--- src/rtl/calc_pkg.sv ---
// Shared calculator number format and seven-segment encodings.
// Segment vectors are {a,b,c,d,e,f,g} in bits {6..0}, active high.
package calc_pkg;

    localparam int NumDigits = 8;
    localparam int ExpW      = $clog2(NumDigits);

    typedef logic [3:0] bcd_t;
    typedef logic [6:0] seg_t;

    // exponent = position of the digit carrying the decimal point (0 = none)
    typedef struct packed {
        logic                  error;
        logic                  sign;
        logic [ExpW-1:0]       exponent;
        bcd_t [NumDigits-1:0]  significand;
    } num_t;

    localparam seg_t SEG_BLANK = 7'b0000000;
    localparam seg_t SEG_E     = 7'b1001111;
    localparam seg_t SEG_MINUS = 7'b0000001;

    function automatic seg_t bcd2segments(input bcd_t bcd);
        seg_t seg;
        case (bcd)
            4'd0:    seg = 7'b1111110;
            4'd1:    seg = 7'b0110000;
            4'd2:    seg = 7'b1101101;
            4'd3:    seg = 7'b1111001;
            4'd4:    seg = 7'b0110011;
            4'd5:    seg = 7'b1011011;
            4'd6:    seg = 7'b1011111;
            4'd7:    seg = 7'b1110000;
            4'd8:    seg = 7'b1111111;
            4'd9:    seg = 7'b1111011;
            default: seg = SEG_BLANK;
        endcase
        return seg;
    endfunction

endpackage

--- src/rtl/calc_display_digit.sv ---
// Combinational decode of one digit position into segments and decimal point.
// An error value shows 'E' on the rightmost digit and blanks everything else.
module calc_display_digit
    import calc_pkg::*;
(
    input  bcd_t bcd,
    input  logic blank,
    input  logic dp_en,
    input  logic error,
    input  logic first,
    output seg_t seg,
    output logic dp
);

    always_comb begin
        seg = SEG_BLANK;
        dp  = 1'b0;
        if (error) begin
            if (first) begin
                seg = SEG_E;
            end
        end else begin
            if (!blank) begin
                seg = bcd2segments(bcd);
            end
            dp = dp_en;
        end
    end

endmodule

--- src/rtl/calc_display_scan.sv ---
// Multiplexed seven-segment scanner: one digit selected per ScanDiv cycles.
// New values are double-buffered and only swapped in at a frame boundary.
module calc_display_scan #(
    parameter int NumDigits         = calc_pkg::NumDigits,
    parameter int ScanDiv           = 1000,
    parameter int BlankLeadingZeros = 1
) (
    input  logic                 clk_i,
    input  logic                 rst_ni,
    input  logic                 enable_i,
    input  logic                 valid_i,
    input  calc_pkg::num_t       num_i,
    output logic [NumDigits-1:0] digit_sel_o,
    output calc_pkg::seg_t       seg_o,
    output logic                 dp_o,
    output logic                 sign_o
);

    import calc_pkg::*;

    localparam int CntW = (ScanDiv > 1) ? $clog2(ScanDiv) : 1;
    localparam int IdxW = $clog2(NumDigits);
    localparam logic [CntW-1:0] CntLast = CntW'(ScanDiv - 1);
    localparam logic [IdxW-1:0] IdxLast = IdxW'(NumDigits - 1);

    logic [CntW-1:0] cnt;
    logic [IdxW-1:0] idx;
    logic            tick;
    logic            frame_end;

    num_t            pending_q;
    num_t            active_q;
    logic            pending_vld;

    bcd_t            sel_bcd;
    logic            upper_zero;
    logic            nonzero;
    logic            blank;
    logic            dp_en;
    logic            first;
    seg_t            seg_d;
    logic            dp_d;

    assign tick      = enable_i && (cnt == CntLast);
    assign frame_end = tick && (idx == IdxLast);

    always_ff @(posedge clk_i or negedge rst_ni) begin
        if (!rst_ni) begin
            cnt <= '0;
            idx <= '0;
        end else if (!enable_i) begin
            cnt <= '0;
            idx <= '0;
        end else if (tick) begin
            cnt <= '0;
            idx <= (idx == IdxLast) ? '0 : idx + 1'b1;
        end else begin
            cnt <= cnt + 1'b1;
        end
    end

    // While blanked nothing is on screen, so updates bypass the frame buffer.
    always_ff @(posedge clk_i or negedge rst_ni) begin
        if (!rst_ni) begin
            pending_q   <= '0;
            pending_vld <= 1'b0;
            active_q    <= '0;
        end else if (!enable_i) begin
            pending_vld <= 1'b0;
            if (valid_i) begin
                active_q <= num_i;
            end
        end else if (frame_end) begin
            pending_vld <= 1'b0;
            if (valid_i) begin
                active_q <= num_i;
            end else if (pending_vld) begin
                active_q <= pending_q;
            end
        end else if (valid_i) begin
            pending_q   <= num_i;
            pending_vld <= 1'b1;
        end
    end

    always_comb begin
        sel_bcd    = '0;
        upper_zero = 1'b1;
        nonzero    = 1'b0;
        for (int i = 0; i < NumDigits; i++) begin
            if (IdxW'(i) == idx) begin
                sel_bcd = active_q.significand[i];
            end
            if (active_q.significand[i] != '0) begin
                nonzero = 1'b1;
                if (i >= int'(idx)) begin
                    upper_zero = 1'b0;
                end
            end
        end
    end

    // A digit left of the point is blank only if it and everything above it is zero.
    assign blank = (BlankLeadingZeros != 0)
                && (int'(idx) > int'(active_q.exponent))
                && upper_zero;
    assign dp_en = (int'(idx) == int'(active_q.exponent)) && (active_q.exponent != '0);
    assign first = (idx == '0);

    calc_display_digit u_digit (
        .bcd   (sel_bcd),
        .blank (blank),
        .dp_en (dp_en),
        .error (active_q.error),
        .first (first),
        .seg   (seg_d),
        .dp    (dp_d)
    );

    always_ff @(posedge clk_i or negedge rst_ni) begin
        if (!rst_ni) begin
            digit_sel_o <= '0;
            seg_o       <= SEG_BLANK;
            dp_o        <= 1'b0;
            sign_o      <= 1'b0;
        end else if (!enable_i) begin
            digit_sel_o <= '0;
            seg_o       <= SEG_BLANK;
            dp_o        <= 1'b0;
            sign_o      <= 1'b0;
        end else begin
            digit_sel_o <= {{(NumDigits-1){1'b0}}, 1'b1} << idx;
            seg_o       <= seg_d;
            dp_o        <= dp_d;
            sign_o      <= active_q.sign && !active_q.error && nonzero;
        end
    end

endmodule

--- config.mk ---
export PLATFORM = sky130hd
export DESIGN_NAME = calc_display_scan
export DESIGN_NICKNAME = d
export VERILOG_FILES = /design/src/rtl/calc_pkg.sv /design/src/rtl/calc_display_digit.sv /design/src/rtl/calc_display_scan.sv
export SDC_FILE = /design/constraint.sdc
export NUM_CORES = 1
export LEC_CHECK = 0
export CORE_ASPECT_RATIO = 0.7
export CORE_MARGIN = 3
export CORE_UTILIZATION = 56
export DETAILED_ROUTE_END_ITERATION = 8
export PLACE_DENSITY = 0.79
export SYNTH_ARGS = -nofsm -noshare
export SYNTH_HDL_FRONTEND = slang
export SYNTH_SLANG_ARGS = --single-unit
--- constraint.sdc ---
create_clock -name clk_i -period 3.8 [get_ports clk_i]
set_input_delay 0.76 -clock clk_i [delete_from_list [all_inputs] [get_ports clk_i]]
set_output_delay 0.76 -clock clk_i [all_outputs]
set_load 0.01 [all_outputs]
# Yosys cells after proc, flatten, opt, wreduce, memory -nomap -nowiden
# Memory sizes are Yosys's and may differ from the RTL's.
# Cells that the tools add are included.
# op_classes
eq_ne	14
n_addsub	2
n_reduce_logical	20
shift	1
mux	52
order_cmp	8
bitwise_logic	1
# ops
op	n
37-bit 2-to-1 mux	5
4-bit 2-to-1 mux	8
4-bit nonzero test	8
1-bit 2-to-1 mux	29
7-bit 2-to-1 mux	4
10-bit 2-to-1 mux	2
3-bit == test (first input constant)	4
10-bit by 1-bit adder with 10-bit output (second input constant)	1
10-bit == test (second input constant)	1
3-bit greater-or-equal comparator (first input constant)	3
3-bit 2-to-1 mux	3
8-bit 2-to-1 mux	1
1-bit by 3-bit << shifter with 8-bit output (first input constant)	1
2-bit by 3-bit == test with 1-bit output (first input constant)	2
1-bit by 3-bit greater-or-equal comparator with 1-bit output (first input constant)	2
2-bit by 3-bit greater-or-equal comparator with 1-bit output (first input constant)	2
1-bit logical AND	6
3-bit AND reduction	2
2-bit by 1-bit != test with 1-bit output (second input constant)	2
3-bit by 1-bit adder with 3-bit output (second input constant)	1
1-bit by 3-bit == test with 1-bit output (first input constant)	1
3-bit == test	1
3-bit == test (second input constant)	1
3-bit greater-than comparator	1
7 further kinds	7
# totals
mem_count	1
out_inout_bits	17
in_bits	41
wordCells	128
ff_bits	105
mem_bits_ro	112
# memory_table
memory	depth	width	read_ports	rd_clocked_by_memory_dff	write_ports	line	source
(name not given)	16	7	1	0	0	calc_pkg.sv:25	case (bcd)

# Depth between registers and ports, before layout
# Gate-level depths: netlist of run 1.
# logic_depth
ltp_word	20
ltp_mapped	15
ltp_nobuf	12

# By module
# Synthesis of run 1 repeated with hierarchy kept, for this count alone.
# unflattened
hier_cells	473
hier_area_um2	5128.7
# by_module_without_submodules
module	instances	seq_area_each_um2	area_each_um2	cells_each
calc_display_scan	1	2627.5	4913.5	443
calc_display_digit	1	0.0	215.2	30

# Worst setup path after synthesis of run 1
# Ideal clock, no wire load.
# synth_timing
path_kind	register to register
from	reg idx[0]
to	reg seg_o[2]
setup_slack_ns	1.094
synth_period_minus_slack_ns	2.706
n_path_buf	3
setup_time_ns	0.129
t_required_ns	3.671
stages_incl_launch_ff	13
t_arrival_ns	2.577
path_cell_list	dfrtp_1 > buf_2 > buf_2 > inv_1 > ha_1 > clkbuf_1 > o32a_1 > o21ai_1 > inv_1 > ha_1 > and2_1 > o311ai_1 > a21boi_1
# synth_via
elab_chain_cells	20
elab_cells_between_ends	45
classes_between	order compare (8); eq/ne (7); mux (27); reduce/logical (2); memory (1)
# synth_lines
item	line	source
from (decl)	calc_display_scan.sv:27	logic [IdxW-1:0] idx;
from (signal assigned)	calc_display_scan.sv:56	idx <= (idx == IdxLast) ? '0 : idx + 1'b1;
1-bit by 3-bit greater-or-equal comparator with 1-bit output	calc_display_scan.sv:96	if (i >= int'(idx)) begin
1-bit 2-to-1 mux	calc_display_scan.sv:96	
1-bit 2-to-1 mux	calc_display_scan.sv:94	if (active_q.significand[i] != '0) begin
1-bit 2-to-1 mux	calc_display_scan.sv:96	
1-bit 2-to-1 mux	calc_display_scan.sv:94	
1-bit 2-to-1 mux	calc_display_scan.sv:96	
1-bit 2-to-1 mux	calc_display_scan.sv:94	
1-bit 2-to-1 mux	calc_display_scan.sv:96	
[3 not listed]	--	
1-bit 2-to-1 mux	calc_display_scan.sv:96	
1-bit 2-to-1 mux	calc_display_scan.sv:94	
1-bit 2-to-1 mux	calc_display_scan.sv:96	
1-bit 2-to-1 mux (2 in series)	calc_display_scan.sv:94	
1-bit logical AND	calc_display_scan.sv:106	&& upper_zero;
7-bit 2-to-1 mux	calc_display_digit.sv:23	if (!blank) begin
7-bit 2-to-1 mux *	calc_display_digit.sv:18	if (error) begin
7-bit 2-to-1 mux *	calc_display_scan.sv:126	end else if (!enable_i) begin
to (signal assigned)	calc_display_scan.sv:133	seg_o <= seg_d;
to (decl)	calc_display_scan.sv:14	output calc_pkg::seg_t seg_o,
# Mark *: on every way between the ends. The rest lies on a longest branch, timed or not.
# A chain may end at the register's enable or synchronous reset.

# Worst setup path in the final report of run 1
# Ends and elaborated chain as after synthesis.

==> results of run 1 <==
==> worst paths after layout <==
kind | startpoint | slack (ps) | end
hold / removal | cnt[0] | 460 | cnt[0]
max in group asynchronous | rst_ni | 2340 | pending_q[6]
setup reg to reg | idx[0] | 620 | seg_o[2]
setup / recovery | idx[0] | 620 | seg_o[2]
min in group asynchronous | rst_ni | 590 | cnt[8]
hold reg to reg | cnt[0] | 460 | cnt[0]
==> final cells by class <==
cell class / count / area share
well taps: 120 / 0.0244
clock buffers: 11 / 0.0411
clock inverters: 5 / 0.00874
inverters: 14 / 0.0108
flip-flops and latches: 105 / 0.427
repair buffers: 62 / 0.102
multi-input cells: 332 / 0.386
==> critical path, cell delays in order (launching register included) <==
cell,delay (ps)
dfrtp_1,610
inv_1,230
ha_1,460
a31oi_1,160
o32a_1,340
o21ai_1,360
inv_1,160
ha_1,220
and2_1,130
o311ai_1,290
a21boi_1,110
==> per-layer routing <==
layer  GRT usage  routed length, um
met5           0                  0
met2       0.339               4740
met4      0.0648                150
met1       0.317               5160
met3      0.0691                677
==> flip-flops by register name, indices dropped and copies added (netlist names) <==
name         count
active_q        37
pending_vld      1
pending_q       37
sign_o           1
dp_o             1
idx              3
digit_sel_o      8
seg_o            7
cnt             10
==> placed cells by master, fill, tap and decap left out, types with 2 or more instances in the layout <==
master / n
nand4_1: 2
nand2_1: 21
mux2_1: 39
buf_4: 4
nor3_1: 9
o21ai_1: 6
ha_1: 15
clkbuf_8: 2
clkinv_2: 3
nor2_1: 56
inv_1: 12
o21ai_0: 6
nand3_1: 6
mux2i_1: 38
or4_4: 2
xnor2_1: 3
nor3b_1: 3
and3_1: 10
nand3b_1: 5
clkdlybuf4s50_1: 56
nand2b_1: 4
buf_12: 2
a21oi_1: 45
nor2b_1: 5
a31oi_1: 8
or3_1: 2
clkbuf_16: 9
nor4_1: 3
a21boi_1: 2
dfrtp_1: 105
nor4_2: 4
and2_1: 4
xor2_1: 3
o211ai_1: 5
==> metrics by stage <==
step	power, mW	util	worst slack (ps)	cells	hold WS [ps]
2_1_floorplan	1.61	-	1090	476	425
3_3_place_gp	1.79	0.671	899	633	437
3_5_place_dp	1.81	0.671	689	633	460
4_1_cts	2.74	0.706	686	649	468
5_1_grt	2.86	0.706	452	649	503
6_report	2.72	0.706	620	649	463
==> power by group <==
part	total [mW]	switching [mW]	internal, mW
logic	0.420	0.211	0.209
registers	1.37	0.110	1.26
clock network	0.934	0.390	0.544
total	2.72	0.712	2.01
==> cells by family after synthesis <==
kind of cell | count (synthesis) | share of synthesized area
XOR/XNOR | 6 | 0.0101
buffers and inverters | 39 | 0.0386
AND/OR/NAND/NOR | 143 | 0.141
flip-flops | 105 | 0.506
multiplexers | 77 | 0.158
AO/OA/AOI/OAI | 91 | 0.110
adder cells (fa/ha/maj) | 15 | 0.0361
==> impl_metrics.env, run 1 <==
export IMPL_cp_max_fo=20
export IMPL_synth_warnings=0
export IMPL_ios=58
export IMPL_ys_seq_area_frac=0.506
export IMPL_synth_area_leader_cell="dfrtp_1"
export IMPL_die_h_um=86.6
export IMPL_netlist_area_sq_um=5190
export IMPL_die_w_um=121
export IMPL_cts_tree="yes"
export IMPL_cts_num_sinks=105
export IMPL_grt_use_total=0.225
export IMPL_syn2layout_area_growth_pct=18.6
export IMPL_cts_max_level=3
export IMPL_finalSetupTns_ps=0
export IMPL_core_sq_um=8720
export IMPL_placed_cell_area_sq_um=5850
export IMPL_yosys_cell_count_top_type="dfrtp_1"
export IMPL_syn_inst=476
export IMPL_nets=580
export IMPL_post_route_min_period_ps=3180
export IMPL_postCtsHoldBufs=0
export IMPL_drt_antenna_violating_nets=0
export IMPL_drv_slew=0
export IMPL_peakVddDrop_mv=0.285
export IMPL_hpwl_um=7740
export IMPL_drtIter0Drc=341
export IMPL_final_hold_viol_count=0
export IMPL_antenna_found_initial=0
export IMPL_synth_seq_cells=105
export IMPL_wl_um=10700
export IMPL_n_antenna_cell=0
export IMPL_grt_pass1_wl_um=18300
export IMPL_clk_path_buf_depth=2
export IMPL_hp_class="reg -> reg"
export IMPL_cp_start_kind="register"
export IMPL_cellLeakagePower_nw=2.77
export IMPL_end_kind="register"
export IMPL_relSlewSlack=0.274
export IMPL_design_area_sq_um=6160
export IMPL_synth_ff_type="dfrtp_1"
export IMPL_cts_root_buf="clkbuf_16"
export IMPL_port_buffers=57
export IMPL_cp_required_ps=4020
export IMPL_synth_common_cells="105 x dfrtp_1, 57 x nor2_1, 45 x a21oi_1"
export IMPL_status="finished clean"
export IMPL_multi_input_area_sq_um=2370
export IMPL_tightest_slew_ps=1090
export IMPL_final_layout_size_suffix_gt1_frac=0.0756
export IMPL_synth_edf_count=0
export IMPL_synth_cell_types=57
export IMPL_fmaxAchievable_mhz=314
export IMPL_initial_core_util=0.595
export IMPL_critical_path_class="reg -> reg"
export IMPL_numCtsBuffers=9
export IMPL_num_rows=28
export IMPL_synth_area_leaders="dfrtp_1 51%, mux2_1 8.5%, mux2i_1 7.3%"
export IMPL_async_flop_share=1.00
export IMPL_avgSynthCellArea_sq_um=10.9
export IMPL_viasPerCell=5.60
export IMPL_syn_num_nets=532
export IMPL_fillers=642
export IMPL_clk_pin_slew_ps=70
export IMPL_die_area_sq_um=10500
export IMPL_max_cap_violations=0
export IMPL_hold_depth=1
export IMPL_finClkSkew_ps=5.55
export IMPL_setup_viol=0
export IMPL_clk_insertion_delay_late_ps=340
export IMPL_post_cts_buffers=0
export IMPL_power_density_nw_per_um2=442
export IMPL_seqCellArea_sq_um=2630
export IMPL_route_vias_total=3637
export IMPL_wl_per_cell_um=16.5
export IMPL_grt_max_degree=92
export IMPL_cp_arrival_ps=3400
export IMPL_grt_ovfl_total=0
export IMPL_rsz0062_at_grt="no"
export IMPL_fin_crit_sh=0.837
export IMPL_cts_repair_resized=0
export IMPL_yosys_area_top_type_share=0.506
export IMPL_place_congestion=0.995
export IMPL_firstDrtPassIters=4
export IMPL_first_global_vias=3636
export IMPL_rr_worst_depth=10
export IMPL_route_detailed_drc=0
No activity file was read; power rests on OpenSTA's default activity.
==> inputs of run 2 (changes only) <==
==> constraint.sdc (replaced) <==
create_clock -name clk_i -period 3.35 [get_ports clk_i]
set_input_delay 0.67 -clock clk_i [delete_from_list [all_inputs] [get_ports clk_i]]
set_output_delay 0.67 -clock clk_i [all_outputs]
set_load 0.01 [all_outputs]
==> impl_metrics.env, run 2 (synthesized netlist as in run 1, its figures left out) <==
export IMPL_grt_pass1_wl_um=18500
export IMPL_drt_antenna_violating_nets=0
export IMPL_final_layout_size_suffix_gt1_frac=0.0805
export IMPL_firstDrtPassIters=5
export IMPL_numCtsBuffers=9
export IMPL_relSlewSlack=0.534
export IMPL_drv_slew=0
export IMPL_critical_path_class="reg -> reg"
export IMPL_cp_arrival_ps=3120
export IMPL_clk_pin_slew_ps=60
export IMPL_r2r_end="seg_o[2]"
export IMPL_dp_cells=638
export IMPL_route_vias_total=3761
export IMPL_post_route_min_period_ps=2910
export IMPL_design_area_sq_um=6160
export IMPL_ios=58
export IMPL_drtIter0Drc=309
export IMPL_route_detailed_drc=0
export IMPL_first_global_vias=3669
export IMPL_rsz0062_at_grt="no"
export IMPL_nets=585
export IMPL_final_cell_mix="105 x dfrtp_1, 56 x nor2_1, 56 x clkdlybuf4s50_1"
export IMPL_cellLeakagePower_nw=2.78
export IMPL_antenna_found_initial=0
export IMPL_wl_um=11300
export IMPL_cts_root_buf="clkbuf_16"
export IMPL_core_sq_um=8720
export IMPL_cp_start_kind="register"
export IMPL_cts_tree="yes"
export IMPL_power_total_mw=2.99
export IMPL_die_area_sq_um=10500
export IMPL_cp_max_fo=12
export IMPL_place_congestion=0.967
export IMPL_finalSetupTns_ps=0
export IMPL_die_h_um=86.6
export IMPL_port_buffers=57
export IMPL_n_antenna_cell=0
export IMPL_r2r_start="idx[0]"
export IMPL_tightest_slew_ps=699
export IMPL_placed_cell_area_sq_um=5900
export IMPL_end_kind="register"
export IMPL_power_density_nw_per_um2=485
export IMPL_cts_max_level=3
export IMPL_fmaxAchievable_mhz=344
export IMPL_fin_crit_sh=0.869
export IMPL_peakVddDrop_mv=0.408
export IMPL_cp_required_ps=3560
export IMPL_finClkSkew_ps=9.50
export IMPL_die_w_um=121
export IMPL_r2r_slack_ps=440
export IMPL_postCtsHoldBufs=0
export IMPL_largestRegisters="active_q: 37 flops, pending_q: 37 flops, cnt: 10 flops"
export IMPL_post_cts_buffers=0
export IMPL_fillers=678
export IMPL_clk_insertion_delay_late_ps=340
export IMPL_final_util=0.707
export IMPL_mostFrequentLayoutCell="dfrtp_1"
export IMPL_max_cap_violations=0
export IMPL_hp_class="in -> async"
export IMPL_cts_num_sinks=105
export IMPL_cts_repair_resized=0
export IMPL_syn2layout_area_growth_pct=18.7
export IMPL_rr_worst_depth=10
export IMPL_grt_max_degree=57
export IMPL_status="finished clean"
export IMPL_initial_core_util=0.595
export IMPL_final_hold_viol_count=0
export IMPL_num_rows=28
export IMPL_setup_viol=0
export IMPL_hpwl_um=8190
export IMPL_finalNonFillerCells=654
export IMPL_grt_ovfl_total=0
export IMPL_viasPerCell=5.75
export IMPL_clk_path_buf_depth=2
export IMPL_grt_use_total=0.228
export IMPL_wl_per_cell_um=17.2
## run 2: cell count changes in the layout (fill, tap and decap cells not counted)
cell	previous run	this run
buf_12	2	3
buf_4	4	8
bufinv_16	1	0
clkbuf_1	0	2
clkbuf_8	2	0
clkinv_4	1	0
clkinvlp_4	0	1
inv_6	0	1
## run 2: per-stage QoR
| stage | hold slack, ps | worst slack (ps) |
|---|---|---|
| after floorplan | 374 | 644 |
| after global placement | 437 | 655 |
| after detailed placement | 449 | 512 |
| after CTS | 402 | 489 |
| after global routing | 436 | 200 |
| final | 386 | 440 |
## run 2: cell type report
cell class                      count  area (sq um)  area share
Clock buffer                       11           233      0.0378
Clock inverter                      5          31.3     0.00508
Inverter                           14          66.3      0.0108
Multi-Input combinational cell    332          2370       0.385
Sequential cell                   105          2630       0.426
Tap cell                          120           150      0.0244
Timing Repair Buffer               67           681       0.110
## run 2: worst max-delay path by stage
stage / slack, ps / startpoint / cells past startpoint / endpoint
finish: 440 / idx[0] / 10 / seg_o[2]
global route: 200 / idx[0] / 10 / seg_o[2]
CTS: 490 / idx[0] / 10 / seg_o[2]
detailed placement: 510 / idx[0] / 10 / seg_o[2]
global placement: 650 / idx[0] / 9 / seg_o[3]
floorplan: 640 / idx[0] / 12 / seg_o[2]
## run 2: per-layer routing
layer / up-vias / share of wire / wire [um] / track usage
met5: - / 0 / 0 / 0
met2: 134 / 0.44 / 4970 / 0.344
li1: 1796 / - / - / -
met3: 18 / 0.066 / 747 / 0.0496
met1: 1813 / 0.47 / 5340 / 0.332
met4: 0 / 0.018 / 206 / 0.0730
## run 2: report_power, final
part / switching [mW] / leakage, nW / internal, mW / total [mW]
Sequential: 0.129 / 1.26 / 1.43 / 1.56
Combinational: 0.245 / 1.39 / 0.240 / 0.485
Clock: 0.445 / 0.130 / 0.503 / 0.948
Total: 0.819 / 2.78 / 2.17 / 2.99
## run 2: worst max-delay path, stage by stage, from the launching register on
cell	delay (ps)
dfrtp_1	430
inv_1	150
ha_1	450
a31oi_1	140
o32a_1	320
o21ai_1	360
inv_1	160
ha_1	230
and2_1	140
o311ai_1	280
a21boi_1	120
